<file path="src/rtl/fetch_queue.sv">
// Instruction fetch queue. It keeps a fetch PC, issues sequential word fetches,
// and buffers the returned {pc, instr} pairs in a first-word-fall-through
// circular buffer for the IF/ID stage. A redirect flushes the queue and
// reloads the fetch PC. Reset does the same, but loads RESET_PC instead.
module fetch_queue #(
    parameter int          DEPTH    = 4,
    parameter logic [31:0] RESET_PC = 32'd0
) (
    input  logic        clk,
    input  logic        rst,
    input  logic        redirect,
    input  logic [31:0] redirect_pc,
    output logic        imem_req,
    output logic [31:0] imem_addr,
    input  logic        imem_ack,
    input  logic [31:0] imem_data,
    output logic        id_valid,
    input  logic        id_ready,
    output logic [31:0] id_instr,
    output logic [31:0] id_pc,
    output logic [4:0]  level
);

    localparam int              PW       = (DEPTH > 1) ? $clog2(DEPTH) : 1;
    localparam logic [4:0]      LVL_FULL = 5'(DEPTH);
    localparam logic [PW-1:0]   PTR_ONE  = PW'(1);

    logic [31:0]   r_fetch_pc;
    logic [PW-1:0] r_wptr;
    logic [PW-1:0] r_rptr;
    logic [4:0]    r_level;
    logic [31:0]   r_buf_pc    [DEPTH];
    logic [31:0]   r_buf_instr [DEPTH];

    logic w_push;
    logic w_pop;

    // A request depends only on free space. A pop in the same cycle does not
    // count, so a full queue never requests, even while it drains.
    always_comb begin
        imem_req  = !rst && !redirect && (r_level < LVL_FULL);
        imem_addr = r_fetch_pc;
        id_valid  = (r_level != 5'd0);
        id_instr  = r_buf_instr[r_rptr];
        id_pc     = r_buf_pc[r_rptr];
        level     = r_level;
        // A redirect or reset cycle discards any concurrent ack and pop.
        w_push    = imem_req && imem_ack;
        w_pop     = id_valid && id_ready && !rst && !redirect;
    end

    // Control state: the fetch PC, the pointers and the occupancy. A flush
    // only moves the read pointer onto the write pointer; storage is left as is.
    always_ff @(posedge clk) begin
        if (rst) begin
            r_fetch_pc <= RESET_PC;
            r_wptr     <= '0;
            r_rptr     <= '0;
            r_level    <= 5'd0;
        end else if (redirect) begin
            r_fetch_pc <= redirect_pc;
            r_rptr     <= r_wptr;
            r_level    <= 5'd0;
        end else begin
            if (w_push) begin
                r_fetch_pc <= r_fetch_pc + 32'd1;
                r_wptr     <= r_wptr + PTR_ONE;
            end
            if (w_pop) begin
                r_rptr <= r_rptr + PTR_ONE;
            end
            if (w_push && !w_pop) begin
                r_level <= r_level + 5'd1;
            end else if (w_pop && !w_push) begin
                r_level <= r_level - 5'd1;
            end
        end
    end

    // Buffer storage is written on every accepted fetch and is never cleared.
    always_ff @(posedge clk) begin
        if (w_push) begin
            r_buf_pc[r_wptr]    <= r_fetch_pc;
            r_buf_instr[r_wptr] <= imem_data;
        end
    end

endmodule

</file>
<file path="config.mk">
export PLATFORM = sky130hd
export DESIGN_NAME = fetch_queue
export DESIGN_NICKNAME = d
export VERILOG_FILES = /design/src/rtl/fetch_queue.sv
export SDC_FILE = /design/constraint.sdc
export NUM_CORES = 1
export LEC_CHECK = 0
export CAP_MARGIN = 5
export CORE_MARGIN = 5
export CORE_UTILIZATION = 49
export DETAILED_ROUTE_END_ITERATION = 12
export GPL_TIMING_DRIVEN = 1
export PLACE_DENSITY = 0.78
export SLEW_MARGIN = 10
export SYNTH_ARGS = -nofsm -noshare
export SYNTH_HDL_FRONTEND = slang
export SYNTH_SLANG_ARGS = --single-unit
</file>
<file path="constraint.sdc">
create_clock -name clk -period 2.95 [get_ports clk]
set_input_delay 0.59 -clock clk [delete_from_list [all_inputs] [get_ports clk]]
set_output_delay 0.59 -clock clk [all_outputs]
set_load 0.01 [all_outputs]
</file>
==> impl_metrics.yaml <==
setup_path:
  critical_path.max_fanout: 33
  cp_slowest_cell: "mux4_2"
  end_kind: "output port"
  arrival_ns: 2.28
  cp-start-kind: "flop"
  required_ns: 2.36
  slowest_delay_ns: 0.55
  criticalPathCategory: "reg -> out"
  cp_top_family: "buffers and inverters"
  path_cells: "buf_16 > mux4_2 > clkdlybuf4s50_1"
  worst-path-buf-inv: 2
synth:
  syn_avg_cell_area_um2: 18.0
  synth.most_common_cell: "edfxtp_1"
  yosysSeqAreaShare_pct: 72.9
  synth_cell_types: 52
  synthTopCellsByArea: "edfxtp_1, mux4_2, dfxtp_1"
  yosys-top-cells-count: "edfxtp_1, mux4_2, dfxtp_1"
  synth_edf_count: 256
  synthesis.area_um2: 11700
  ys.flop_type: "edfxtp_1"
  yosys_warnings: 0
  synthCells: 650
  ys_seq_elements: 299
  synth_fp_nets: 729
  synth.top_cell.area_share_pct: 65.6
  ys_async_sr_fraction_pct: 0
  yosysTopAreaCell: "edfxtp_1"
timing:
  min_period_over_period_pct: 97.3
  setup_viol_count_final: 0
  period_minus_slack_ns: 2.87
  rsz0062_at_grt: "false"
  maxSlewHeadroom_pct: 63.4
  setup_tns_ns: 0
  fmax_mhz: 349
  hold_violations: 0
  clock_skew_ns: 0.0147
  maxSlewViolCount: 0
  worst_slew_pin_slew_ns: 0.536
global_route:
  track_usage_pct: 19.1
  grt_pass1_wl_mm: 40.3
  antenna_found_initial: 1
  grt_max_degree: 38
  grt_pass1_vias: 7035
  grt_overflow: 0
placed_design:
  port_buffers: 171
  gp_congestion: 0.843
  place_hpwl_mm: 17.2
  place_inst: 1155
clocking:
  cts_buffer_depth: 3
  cts-root-buf: "clkbuf_16"
  cts.hold.buffers_added: 0
  clock_latency_ns: 0.54
  clk_pin_slew_ns: 0.06
  cts_htree_levels: 1
  cts_tree: "built"
  clkSinkCount: 299
  cts_made_buffers: 29
pwr:
  power.density_nw_per_um2: 594
  p_leak_uw: 0.00503
  peakVddDrop_uv: 307
status:
  status: "complete, no violations"
route:
  avgRoutedWirePerCell_um: 21.3
  wirelength_mm: 25.8
  drt_first_pass_iters: 5
  drc: 0
  ant_nets: 0
  drtIter0Drc: 409
  vias_per_cell: 5.66
  vias: 6851
cells_and_area:
  nets: 949
  n_antenna_cell: 0
  drive_gt1_share_pct: 19.5
  syn2layout_area_growth_pct: 29.6
  final_cells: 1211
job:
  maxCapViolCount: 0
floorplan:
  dieArea_um2: 27100
  die_x_um: 165
  initial_utilization_pct: 49.8
  io_pins: 172
  core-area_um2: 23500
  die_h_um: 165
  rows: 56
worst_hold_path:
  hp-class: "reg -> reg"
## placed cells by master (no fill, tap or decap), types with 9 or more instances in the layout
master,Yosys,layout
a21oi_1,25,25
a31oi_1,9,9
buf_12,0,11
buf_4,0,37
clkbuf_16,0,29
clkdlybuf4s50_1,0,166
dfxtp_1,43,41
edfxtp_1,256,256
ha_1,9,9
mux4_2,64,64
nand2_1,27,27
nand3_1,14,14
nand4_1,12,12
nor2_1,25,24
nor3_1,9,9
o21ai_0,11,11
xor2_1,13,13
## cell type report
cell class	count	area [µm²]
clock buffer	39	803
clock inverter	14	87.6
fill	1676	8350
inverter	9	33.8
multi-input combinational	309	3040
sequential	299	8560
tap	319	399
timing repair buffer	222	2270
## per-stage QoR
| step | area [µm²] | setup slack, ns | hold WS, ns | power (µW) | utilization, % |
|---|---|---|---|---|---|
| floorplan | 11700 | 0.0114 | 0.469 | 5200 | - |
| global placement | 14200 | -0.106 | 0.485 | 5680 | 60.5 |
| detailed placement | 14200 | -0.143 | 0.486 | 5690 | 60.5 |
| CTS | 15100 | -0.00855 | 0.495 | 9110 | 64.3 |
| global route | 15200 | 0.000640 | 0.530 | 9370 | 64.5 |
| finish | 15200 | 0.0811 | 0.495 | 9010 | 64.5 |
## logic make-up (layout without fill, tap and decap cells)
family | Yosys count | after routing | share of synthesized area, %
simple gates | 128 | 128 | 5.98
fa+ha+maj | 10 | 10 | 1.13
buf+inv | 42 | 284 | 1.37
mux | 66 | 66 | 12.5
xor+xnor | 20 | 20 | 1.49
flops | 299 | 299 | 72.9
compound gates | 85 | 85 | 4.64
## power by group
group | internal, µW | switching [µW]
logic | 475 | 366
clock network | 1920 | 1500
registers | 4670 | 85.0
total | 7060 | 1950
## registers in the layout (all words and copies together), names as in the netlist, named ones only
register     cells
r_wptr           2
level            5
r_buf_instr    128
imem_addr       32
r_buf_pc       128
r_rptr           2
## path summary, 6_finish.rpt
check	slack, ns	cells after the start	start	end
setup / recovery	0.08	3	flop	id_instr[22]
hold / removal	0.50	2	r_wptr[1]	r_wptr[1]
setup reg to reg	0.30	11	level[0]	level[4]
hold reg to reg	0.50	2	r_wptr[1]	r_wptr[1]
## per-layer routing
| layer | global-route usage (%) | vias to the layer above | wire, µm |
|---|---|---|---|
| li1 | - | 3086 | - |
| met4 | 4.05 | 2 | 433 |
| met3 | 3.64 | 40 | 1940 |
| met5 | 0 | - | 13 |
| met1 | 27.5 | 3463 | 10900 |
| met2 | 31.0 | 260 | 12500 |
## worst register-to-register path, delay by kind of cell (launching register included)
family / cells / cell delay (ns)
flops: 1 / 0.31
xor+xnor: 1 / 0.09
compound gates: 4 / 0.74
buf+inv: 1 / 0.10
simple gates: 3 / 0.81
fa+ha+maj: 2 / 0.55
## repair_timing
item,4_1_cts,5_1_grt
endpoints found under the setup margin,4,34
buffers inserted,0,3
resized for setup,0,8
Note: power is estimated with default switching activity, not from simulation.
==> RTL change 1: new RTL, same settings <==
Change the parameter `DEPTH` from 4 to 2.
--- a/src/rtl/fetch_queue.sv
+++ b/src/rtl/fetch_queue.sv
@@ -5,3 +5,3 @@
 module fetch_queue #(
-    parameter int          DEPTH    = 4,
+    parameter int          DEPTH    = 2,
     parameter logic [31:0] RESET_PC = 32'd0
Behaviour: not the same (a bounded check fails within 4 cycles, from zero or initial values and one cycle with rst high).
==> RTL change 1 against the original RTL <==
Worst hold slack lost 0.65 ps; sequential cell count decreased by 131; routed wire length fell by 34%; critical path type is now reg2reg; global-route usage increased by 1.6 points; final area down 36%; critical path depth up 9; power shrank 41%; largest power group unchanged; synthesized area decreased by 41%; setup slack improved by 9.5 ps; maximum frequency is 0.33% higher.
==> RTL change 1: results (changes against the original RTL) <==
metric,value,unit,change
run status,finished clean,,
share of the yosys chip area belonging to registers,0.667,,-0.0621
# H-tree levels,4,,+3
number of antenna violations at the first check in global routing,0,,-1
total half-perimeter wirelength after legalization and detailed placement,12100,um,-30%
Clock transition at path regs,60,ps,about the same
CTS root buf,sky130_fd_sc_hd__clkbuf_16,,
first-pass GRT wire length,26600,um,-34%
worst vdd ir,403,uV,+31%
post-cts resize count,0,,unchanged
placed cell area,9130,sq um,-36%
"top cells by count, synth","sky130_fd_sc_hd__edfxtp_1, sky130_fd_sc_hd__mux2_2, sky130_fd_sc_hd__dfxtp_1, sky130_fd_sc_hd__nand2_1, sky130_fd_sc_hd__nor2_1",,
number of global-route vias before repair,4883,,-31%
async set or reset register ratio after synthesis,0,,unchanged
Overall Global Routing Usage,0.207,,+0.0155
Clock Path Buffers,2,,-1
number of enable-type register cells in the synthesized netlist,128,,-50%
layout cell share with drive strength beyond 1,0.204,,+0.00864
pre-CTS setup slack,-260,ps,-117 ps
routed wire length per instance,19.4,um,-8.9%
IO Port Bufs,171,,unchanged
antenna fix cells,0,,unchanged
TritonCTS Buffers,17,,-41%
worst clock skew on the final layout,7.27,ps,-7.42 ps
crit path max fanout,6,,-82%
Leakage,3.25,nW,-35%
worst relative slew slack,0.478,,-0.155
violation count after the first detailed-routing iteration,454,,+11%
clk_lat worst skew,420,ps,-120 ps
Final #Nets,764,,-19%
class of the most critical hold timing path,reg2reg,,
global placement routability congestion,0.842,,about the same
starting utilization of the core area,0.502,,+0.00361
post-synth net total,569,,-22%
Yosys Warn Count,0,,unchanged
pin count of the biggest net entering global routing,65,,+71%
number of detailed-routing iterations run before antenna repair,4,,-1
number of post-CTS setup repair buffers,0,,unchanged
power per cell area,548,nW/um^2,-7.8%
main area contributors after synthesis,"sky130_fd_sc_hd__edfxtp_1, sky130_fd_sc_hd__dfxtp_1, sky130_fd_sc_hd__mux2_2",,
vias per inst,5.47,,-3.3%
synth unique cells,50,,-3.8%
## RTL change 1: per-layer routing
metal,share of wire,vias up,GRT usage
li1,-,2256,-
met3,0.069,21,0.0507
met4,0.014,0,0.0723
met2,0.49,183,0.337
met5,0,-,0
met1,0.43,2364,0.272
## RTL change 1: critical path: stages, from the launching register on
cell and delay, ps:
sky130_fd_sc_hd__dfxtp_2 370, sky130_fd_sc_hd__or4_4 590, sky130_fd_sc_hd__nor2_4 140, sky130_fd_sc_hd__nand2_4 70
sky130_fd_sc_hd__inv_4 60, sky130_fd_sc_hd__ha_4 130, sky130_fd_sc_hd__inv_1 90, sky130_fd_sc_hd__ha_4 220
sky130_fd_sc_hd__nor2b_1 140, sky130_fd_sc_hd__o21a_1 190, sky130_fd_sc_hd__or4_4 430, sky130_fd_sc_hd__a211oi_2 230
sky130_fd_sc_hd__a31o_2 130
## RTL change 1: kinds of logic after synthesis
logic type      count (synthesis)  synth area share
compound gates                 59            0.0539
mux                            67             0.108
flops                         168             0.667
fa+ha+maj                       6            0.0119
simple gates                  133             0.105
buf+inv                        33            0.0189
xor+xnor                       28            0.0352
## RTL change 1: power by group
group	internal [mW]	leakage [nW]	total (mW)	switching [mW]
registers	2.63	1.51	2.70	0.0711
logic	0.368	1.50	0.641	0.273
clock network	1.06	0.245	1.94	0.882
## RTL change 1: layout make-up
cell class	instances	area (sq um)
clock buffer	18	429
clock inverter	14	83.8
fill	962	4240
inverter	12	47.5
multi-input combinational	293	2240
sequential	168	4650
tap	180	225
timing repair buffer	197	1970
## RTL change 1: through the flow
stage | instances | util | TNS, ps | total power, mW | hold WS [ps]
global placement | 849 | 0.657 | -109 | 3.37 | 492
floorplan | 494 | - | 0 | 3.01 | 512
finish | 882 | 0.695 | 0 | 5.28 | 494
CTS | 881 | 0.694 | 0 | 5.32 | 499
detailed placement | 849 | 0.657 | -294 | 3.39 | 486
global route | 882 | 0.695 | 0 | 5.48 | 520
## RTL change 1: worst paths after layout
kind                               startpoint  cells past startpoint  slack, ps         endpoint
worst min register to register  imem_addr[31]                      0        490  r_buf_pc[1][31]
worst max register to register       level[1]                     12         90         level[4]
worst max-delay path                 level[1]                     12         90         level[4]
worst min-delay path            imem_addr[31]                      0        490  r_buf_pc[1][31]
==> RTL change 2: new RTL, same settings <==
Without the edit above. Make the reset (`rst`) asynchronous in one clocked block.
--- a/src/rtl/fetch_queue.sv
+++ b/src/rtl/fetch_queue.sv
@@ -53,3 +53,3 @@
     // only moves the read pointer onto the write pointer; storage is left as is.
-    always_ff @(posedge clk) begin
+    always_ff @(posedge clk or posedge rst) begin
         if (rst) begin
Check against the original RTL: differs if rst is asserted again (counterexample within 4 cycles, from zero or initial values and one cycle with rst high); with rst held inactive, the same outputs for 4 cycles.
==> RTL change 2 against the original RTL <==
Non-clock buffer count fell by 5; via count fell by 1.0%; maximum frequency fell by 2.0%; sequential cell count fell by 2; synthesized area rose by 0.31%; synthesized cell count fell by 3.7%; clock skew fell by 0.60 ps; worst hold slack improved by 66 ps; final area rose by 1.3%; routed wire length rose by 1.7%; setup slack got worse by 59 ps; first-iteration DRC count rose by 29%.
Power is not compared: it rests on default switching activity, and its combinational part moved more than twofold at a synthesized area within 25%.
==> RTL change 2: results (changes against the original RTL) <==
metric,value,unit,change
Max Clock Freq,342,MHz,-2.0%
number of global-route vias before repair,7145,,+1.6%
worst relative slew slack,0.552,,-0.0813
Clock transition at path regs,60,ps,about the same
violation count after the first detailed-routing iteration,529,,+29%
worst reg2reg path startpoint,level[2],,
routing usage on met2,0.313,,+0.00335
Post-Synth XOR/XNOR Area,0.00521,,-0.00973
Final #Nets,925,,-2.5%
number of antenna violations at the first check in global routing,0,,-1
Final Instance Area,15400,sq um,+1.3%
multiplexer fraction of the synthesized cell area,0.126,,+0.00142
pin count of the biggest net entering global routing,47,,+24%
synth unique cells,50,,-3.8%
"top cells by count, synth","sky130_fd_sc_hd__edfxtp_1, sky130_fd_sc_hd__mux4_2, sky130_fd_sc_hd__nand2_1, sky130_fd_sc_hd__dfrtp_1, sky130_fd_sc_hd__nand3_1",,
Worst Hold Launch,r_wptr[1],,
mean area per synthesized cell,18.8,sq um,+4.2%
global placement routability congestion,0.817,,-3.0%
total half-perimeter wirelength after legalization and detailed placement,17100,um,-0.77%
post-synth net total,705,,-3.3%
highest layer used for signal routing,met4,,
first-pass GRT wire length,40800,um,+1.1%
setup slack of the worst register-to-register path,320,ps,+20 ps
data arrival time of the critical path,2340,ps,+60 ps
routed wire length per instance,22.1,um,+3.6%
Overall Global Routing Usage,0.195,,+0.00399
share of the synthesized area in the top cell type,0.654,,-0.00202
fill cell total of the finished layout,1654,,-1.3%
met1 wire length,11100,um,+1.9%
worst stage delay on the critical path,500,ps,-50 ps
vias per inst,5.70,,+0.79%
Top Family by Delay on Critical Path,buffers and inverters,,
worst clock skew on the final layout,14.1,ps,-0.604 ps
crit path max fanout,10,,-70%
placed cell area,14300,sq um,about the same
area share of fa/ha/maj cells after synthesis,0.0113,,-0.0000349
met3 layer usage reported by global route,0.0399,,+0.00349
main area contributors after synthesis,"sky130_fd_sc_hd__edfxtp_1, sky130_fd_sc_hd__mux4_2, sky130_fd_sc_hd__dfrtp_1",,
compound-cell area share of the yosys netlist,0.0452,,-0.00121
run status,finished clean,,
pre-CTS setup slack,-192,ps,-49.0 ps
total via count after detailed routing,6780,,-1.0%
global routing met1 resource utilization,0.278,,+0.00281
number of enable-type register cells in the synthesized netlist,256,,unchanged
layout cell share with drive strength beyond 1,0.201,,+0.00608
[RTL change 2: changes by cell type after synthesis, moves of 6 or more]
cell,change
sky130_fd_sc_hd__nor2_1,-7
sky130_fd_sc_hd__dfrtp_1,+41
sky130_fd_sc_hd__a211oi_1,-6
sky130_fd_sc_hd__o22ai_1,-7
sky130_fd_sc_hd__nand2_1,+19
sky130_fd_sc_hd__o21ai_0,+10
sky130_fd_sc_hd__o311ai_0,+11
sky130_fd_sc_hd__xor2_1,-10
sky130_fd_sc_hd__dfxtp_1,-43
sky130_fd_sc_hd__buf_2,+10
sky130_fd_sc_hd__clkbuf_1,-10
sky130_fd_sc_hd__nand3_1,+14
sky130_fd_sc_hd__a21oi_1,-19
sky130_fd_sc_hd__and3_1,-9
[RTL change 2: final timing paths]
check / cells past startpoint / to
worst max-delay path: 3 / id_pc[11]
worst min-delay path: 2 / r_rptr[1]
worst max register to register: 9 / level[4]
worst min register to register: 2 / r_rptr[1]
max in group asynchronous: 4 / r_rptr[0]
min in group asynchronous: 4 / imem_addr[20]
[RTL change 2: report_power, final]
part	switching (mW)	internal, mW
combinational	1.78	2.31
clock	1.52	2.14
sequential	0.335	4.97
[RTL change 2: layout make-up]
type / count / share of cell area
Sequential cell: 297 / 0.567
Multi-Input combinational cell: 291 / 0.188
Timing Repair Buffer: 217 / 0.153
Clock buffer: 37 / 0.0532
Tap cell: 319 / 0.0259
Clock inverter: 19 / 0.0105
Inverter: 9 / 0.00244
[RTL change 2: repair_timing]
action                                  4_1_cts  5_1_grt
cloned                                        1        0
buffers inserted                              2        0
endpoints found under the setup margin       60       42
resized for setup                             8       39
[RTL change 2: worst min-delay path, cell delays in order (launching register included)]
cell and delay (ps):
sky130_fd_sc_hd__dfrtp_1 400, sky130_fd_sc_hd__nand2_1 70, sky130_fd_sc_hd__o21ai_0 60
